### src/rtl/sdcram_dumper.sv
// Copies a contiguous DRAM region to the SD card through the sdcram user port.
// A read FSM fills a small word FIFO; a write FSM drains it with full-word writes.
module sdcram_dumper #(
   parameter int FIFO_DEPTH = 4,
   parameter int CNT_W      = 24
) (
   input  logic             i_clk,
   input  logic             i_rst,
   input  logic             i_start,
   input  logic             i_abort,
   input  logic [31:0]      i_dram_base,
   input  logic [40:0]      i_sd_base,
   input  logic [CNT_W-1:0] i_word_count,
   output logic [31:0]      o_dram_addr,
   output logic             o_dram_ren,
   input  logic             i_dram_busy,
   input  logic             i_dram_valid,
   input  logic [31:0]      i_dram_rdata,
   output logic [40:0]      o_sdcram_addr,
   output logic [3:0]       o_sdcram_wen,
   output logic [31:0]      o_sdcram_wdata,
   input  logic             i_sdcram_busy,
   output logic             o_busy,
   output logic             o_done,
   output logic             o_aborted,
   output logic [CNT_W-1:0] o_words_written
);

   localparam int AW = (FIFO_DEPTH > 1) ? $clog2(FIFO_DEPTH) : 1;
   localparam logic [AW:0] FULL = (AW+1)'(FIFO_DEPTH);

   typedef enum logic [1:0] {R_IDLE, R_REQ, R_WAIT} rstate_t;
   typedef enum logic [1:0] {W_IDLE, W_REQ, W_GAP, W_WAIT} wstate_t;

   rstate_t          rstate;
   wstate_t          wstate;
   logic [31:0]      dram_base;
   logic [40:0]      sd_base;
   logic [CNT_W-1:0] count;
   logic [CNT_W-1:0] reads_issued;
   logic             outstanding;
   logic             abort_latched;
   logic [31:0]      fifo_mem [FIFO_DEPTH];
   logic [AW-1:0]    wr_ptr;
   logic [AW-1:0]    rd_ptr;
   logic [AW:0]      fifo_count;

   logic push, pop, can_read, finish;

   // Only a read that is actually outstanding may push, so a response that
   // lands after reset or after the FSM left R_WAIT is dropped.
   assign push = (rstate == R_WAIT) && i_dram_valid;
   assign pop  = (wstate == W_REQ) && !i_sdcram_busy;

   assign can_read = o_busy && (reads_issued < count) && !abort_latched && !i_abort &&
                     ((fifo_count + {{AW{1'b0}}, outstanding}) < FULL);

   assign finish = o_busy &&
                   ((o_words_written == count) ||
                    (abort_latched && !outstanding && (fifo_count == '0) &&
                     (wstate == W_IDLE) && (rstate == R_IDLE)));

   always_ff @(posedge i_clk) begin
      if (i_rst) begin
         rstate          <= R_IDLE;
         wstate          <= W_IDLE;
         dram_base       <= '0;
         sd_base         <= '0;
         count           <= '0;
         reads_issued    <= '0;
         outstanding     <= 1'b0;
         abort_latched   <= 1'b0;
         wr_ptr          <= '0;
         rd_ptr          <= '0;
         fifo_count      <= '0;
         for (int i = 0; i < FIFO_DEPTH; i++) fifo_mem[i] <= '0;
         o_dram_addr     <= '0;
         o_dram_ren      <= 1'b0;
         o_sdcram_addr   <= '0;
         o_sdcram_wen    <= 4'h0;
         o_sdcram_wdata  <= '0;
         o_busy          <= 1'b0;
         o_done          <= 1'b0;
         o_aborted       <= 1'b0;
         o_words_written <= '0;
      end else begin
         o_done       <= 1'b0;
         o_dram_ren   <= 1'b0;
         o_sdcram_wen <= 4'h0;

         if (!o_busy) begin
            if (i_start) begin
               dram_base       <= {i_dram_base[31:2], 2'b00};
               sd_base         <= {i_sd_base[40:2], 2'b00};
               count           <= i_word_count;
               reads_issued    <= '0;
               abort_latched   <= 1'b0;
               o_aborted       <= 1'b0;
               o_words_written <= '0;
               if (i_word_count == '0) o_done <= 1'b1;
               else                    o_busy <= 1'b1;
            end
         end else begin
            if (i_abort) abort_latched <= 1'b1;
            if (finish) begin
               o_busy    <= 1'b0;
               o_done    <= 1'b1;
               o_aborted <= abort_latched;
            end
         end

         case (rstate)
            R_IDLE: if (can_read) begin
               o_dram_addr <= dram_base + (32'(reads_issued) << 2);
               rstate      <= R_REQ;
            end
            R_REQ: begin
               // An abort that arrives before the request goes out cancels it.
               if (abort_latched || i_abort) begin
                  rstate <= R_IDLE;
               end else if (!i_dram_busy) begin
                  o_dram_ren   <= 1'b1;
                  outstanding  <= 1'b1;
                  reads_issued <= reads_issued + CNT_W'(1);
                  rstate       <= R_WAIT;
               end
            end
            R_WAIT: if (i_dram_valid) begin
               outstanding <= 1'b0;
               rstate      <= R_IDLE;
            end
            default: rstate <= R_IDLE;
         endcase

         case (wstate)
            W_IDLE: if (fifo_count != '0) wstate <= W_REQ;
            W_REQ: if (!i_sdcram_busy) begin
               o_sdcram_wen   <= 4'hF;
               o_sdcram_addr  <= sd_base + (41'(o_words_written) << 2);
               o_sdcram_wdata <= fifo_mem[rd_ptr];
               wstate         <= W_GAP;
            end
            // sdcram raises busy a cycle after seeing wen; don't sample it yet.
            W_GAP: wstate <= W_WAIT;
            W_WAIT: if (!i_sdcram_busy) begin
               o_words_written <= o_words_written + CNT_W'(1);
               wstate          <= W_IDLE;
            end
            default: wstate <= W_IDLE;
         endcase

         if (push) begin
            fifo_mem[wr_ptr] <= i_dram_rdata;
            wr_ptr           <= wr_ptr + AW'(1);
         end
         if (pop) rd_ptr <= rd_ptr + AW'(1);
         case ({push, pop})
            2'b10:   fifo_count <= fifo_count + (AW+1)'(1);
            2'b01:   fifo_count <= fifo_count - (AW+1)'(1);
            default: fifo_count <= fifo_count;
         endcase
      end
   end

   always @(posedge i_clk) begin
      if (!i_rst && push) assert (fifo_count != FULL);
   end

endmodule

### config.mk
export PLATFORM = sky130hd
export DESIGN_NAME = sdcram_dumper
export DESIGN_NICKNAME = d
export VERILOG_FILES = /design/src/rtl/sdcram_dumper.sv
export SDC_FILE = /design/constraint.sdc
export NUM_CORES = 1
export LEC_CHECK = 0
export ABC_AREA = 1
export BUFFER_PORTS_ARGS = -buffer_cell sky130_fd_sc_hd__buf_2
export CAP_MARGIN = 20
export CORE_MARGIN = 8
export CORE_UTILIZATION = 50
export DETAILED_ROUTE_END_ITERATION = 6
export PLACE_DENSITY = 0.7
export RECOVER_POWER = 100
export SLEW_MARGIN = 20
export SYNTH_ARGS = -nofsm -noshare
export SYNTH_HDL_FRONTEND = slang
export SYNTH_SLANG_ARGS = --single-unit
### constraint.sdc
create_clock -name i_clk -period 3.3 [get_ports i_clk]
set_input_delay 0.165 -clock i_clk [delete_from_list [all_inputs] [get_ports i_clk]]
set_output_delay 0.165 -clock i_clk [all_outputs]
set_load 0.005 [all_outputs]
==> metrics.md <==
| Metric | Value |
|---|---|
| Critical path class | `input pin to register` |
| Final slew viol count | `0` |
| Hold WS | `0.123 ns` |
| NumNets Final | `3550` |
| GRT busiest layer | `met2` |
| PortBufs | `264` |
| Grt met2 use | `0.454` |
| Ys async rst share | `0` |
| Vias in the first global route | `20300` |
| Setup WS pre-CTS | `0.752 ns` |
| Post-synth EDFFs | `128` |
| Final Non-Filler Cells | `3907` |
| Switching share of power | `0.291` |
| Outcome | `finished, violations left` |
| Worst VDD drop | `0.396 mV` |
| Met3 Usage GRT | `0.0384` |
| Initial antenna violation count | `2` |
| Grt ovf | `0` |
| Lkg Pwr | `11.8 nW` |
| Storage element area | `9050 um^2` |
| Critical path arrival | `3.33 ns` |
| Critical Path Start Type | `input pin` |
| Sequential share of the synthesized area | `0.431` |
| Unique masters post-synth | `45` |
| Vias per cell | `5.29` |
| DRC | `0` |
| Num CTS Buffers | `43` |
| Syn_area_per_cell | `7.08 um^2` |
| Wire per inst | `17.1 um` |
| Crit share post-route | `0.851` |
| Psw | `3.64 mW` |
| Power Density | `493 nW/um^2` |
| Flop and latch count out of synthesis | `388` |
| Post-Syn Instances | `2967` |
| YS warnings | `0` |
| Total Routing Usage GR | `0.264` |
| Area Growth Syn to Fin | `20.8%` |
| CTS root buf | `clkbuf_16` |
| Clock sinks | `388` |
| Finish-stage setup viols | `0` |
| Sequential Power Share | `0.446` |
| Worst-Skew Late Latency | `0.59 ns` |
| Pint | `8.89 mW` |
| Worst Hold Class | `input pin to register` |
| Post-route worst setup slack | `0.492 ns` |
| Fillers | `3818` |
| Clock power share | `0.383` |
| Unrepaired setup endpoints after global routing | `no` |
| Yosys top cell area share | `0.248` |
| 1st-pass router iterations | `6` |
| Placed insts | `3696` |
| Die area | `48800 um^2` |
| Least-Margin Pin Slew | `1.50 ns` |
| Final Skew | `0.0319 ns` |
| Die height | `221 um` |
| Core box area | `41800 um^2` |
| Post-DRT Antenna Nets | `0` |
| Most common cell in the netlist | `nor2_1` |
| Synth top cells by count | `nor2_1 (592), nand2_1 (535), inv_1 (441)` |
| Global-route wire length before repair | `106 mm` |
| Starting Density | `0.503` |
| # H-tree levels | `2` |
| Layout cells sized above 1 | `0.0799` |
| Largest net degree at the start of global routing | `152` |
| Min Tclk post-route | `2.81 ns` |
| # rows | `75` |
| Top cells by area, synth | `dfxtp_1 (25%), edfxtp_1 (18%), nor2_1 (11%)` |
| Via count | `20700` |
| GPL Wtd Cong | `0.941` |
| Primary FF master, synth | `dfxtp_1` |
| Area of the multi-input gates | `9860 um^2` |
| Clock tree buffer depth | `3` |
| Final WL | `67.0 mm` |
| Met1 global-route usage | `0.338` |
| Worst endpoint required time | `3.83 ns` |
| CTS tree | `done` |
| Power, Total | `12.5 mW` |
| Cell accounting for the most synthesized area | `dfxtp_1` |
| Clock-pin slew on the worst setup and hold paths | `0.06 ns` |
| Failing checks | `capacitance limit` |
| Top Ports | `273` |
| Final hold violations | `0` |
| Max_cap viols | `1` |
| Max-slew headroom | `0.000619` |
| FMAX | `0.356 GHz` |
| Logic gate share of total power | `0.170` |
| Crit end category | `register` |
| Critical Path Fanout Max | `82` |
| Setup TNS | `0 ns` |
| Synth Cell Area | `21000 um^2` |
| Drt first-iter violations | `1687` |
| Die width | `221 um` |
| DP HPWL | `47.3 mm` |
| PostCTS Resize Cnt | `0` |
[cell type report]
cell class	count	share of cell area
diodes	2	0.000197
clock buffers	62	0.0481
clock inverters	17	0.00764
inverters	444	0.0657
multi-input cells	2027	0.388
flip-flops and latches	388	0.356
well taps	539	0.0266
repair buffers	428	0.107
[critical path, stage by stage]
cell and delay [ns]:
dlygate4sd3_1 0.54, buf_4 0.27, clkinv_2 0.38, clkbuf_2 1.18, o21ai_0 0.55, nor2_1 0.20
[per-layer routing]
metal / vias to the layer above / wire length [um]
met3: 125 / 4460
met2: 748 / 31600
li1: 10300 / -
met5: - / 0
met4: 0 / 1940
met1: 9560 / 29000
[sequential cells by signal, indices dropped and copies added, names as in the netlist, 3 cells and up]
name / count
count: 24
dram_base: 30
fifo_count: 3
fifo_mem: 128
o_dram_addr: 30
o_sdcram_addr: 39
o_sdcram_wdata: 32
o_words_written: 24
reads_issued: 24
sd_base: 39
[cells in the final DEF (no fill, tap or decap), types with 4 or more instances in the layout]
master	count
nor2_1	594
nand2_1	535
inv_1	440
o21ai_0	263
dfxtp_1	259
a21oi_1	170
buf_2	167
nand3_1	151
dlygate4sd3_1	130
edfxtp_1	128
clkbuf_1	116
ha_1	79
clkbuf_16	43
nand4_1	33
o22ai_1	32
xor2_1	30
nor3_1	28
xnor2_1	25
buf_4	14
o21bai_1	10
clkinv_2	9
a31oi_1	9
clkbuf_2	8
o21a_1	7
nor4_1	7
o211ai_1	7
clkbuf_8	7
clkinv_1	5
a22oi_1	5
and3_1	4
and2_1	4
conb_1	4
[timing repair]
item / in CTS / in global routing
endpoints found under the hold margin: 163 / 0
hold buffers: 130 / 0
setup buffers: 0 / 0
[power groups by stage]
| stage | Clock, mW | Combinational, mW | Sequential, mW |
|---|---|---|---|
| after floorplan | 0 | 1.25 | 5.64 |
| after global placement | 0 | 2.01 | 5.66 |
| after detailed placement | 0 | 2.05 | 5.68 |
| after CTS | 4.88 | 2.18 | 5.58 |
| after global routing | 5.05 | 2.40 | 5.64 |
| final | 4.80 | 2.13 | 5.59 |
[path summary, 6_finish.rpt]
kind	to	slack, ns	startpoint	depth (start not counted)
setup reg to reg	reads_issued[11]	0.52	abort_latched	10
setup / recovery	dram_base[24]	0.49	i_rst	6
hold / removal	wstate[1]	0.12	i_sdcram_busy	4
hold reg to reg	o_dram_addr[2]	0.46	o_dram_addr[2]	2
[per-stage QoR]
stage	util	instance area (um^2)
floorplan	-	21000
finish	0.608	25400
global placement	0.548	22900
CTS	0.613	25600
detailed placement	0.548	22900
global route	0.608	25400
[cell families after synthesis]
group / share of synthesized area
DFF: 0.431
adders and majority gates: 0.0499
and+or+nand+nor: 0.263
other: 0.000178
buffers and inverters: 0.102
xor gates and xnor gates: 0.0229
AOI/OAI and AO/OA: 0.132
Power figures use the tool's default switching activity.
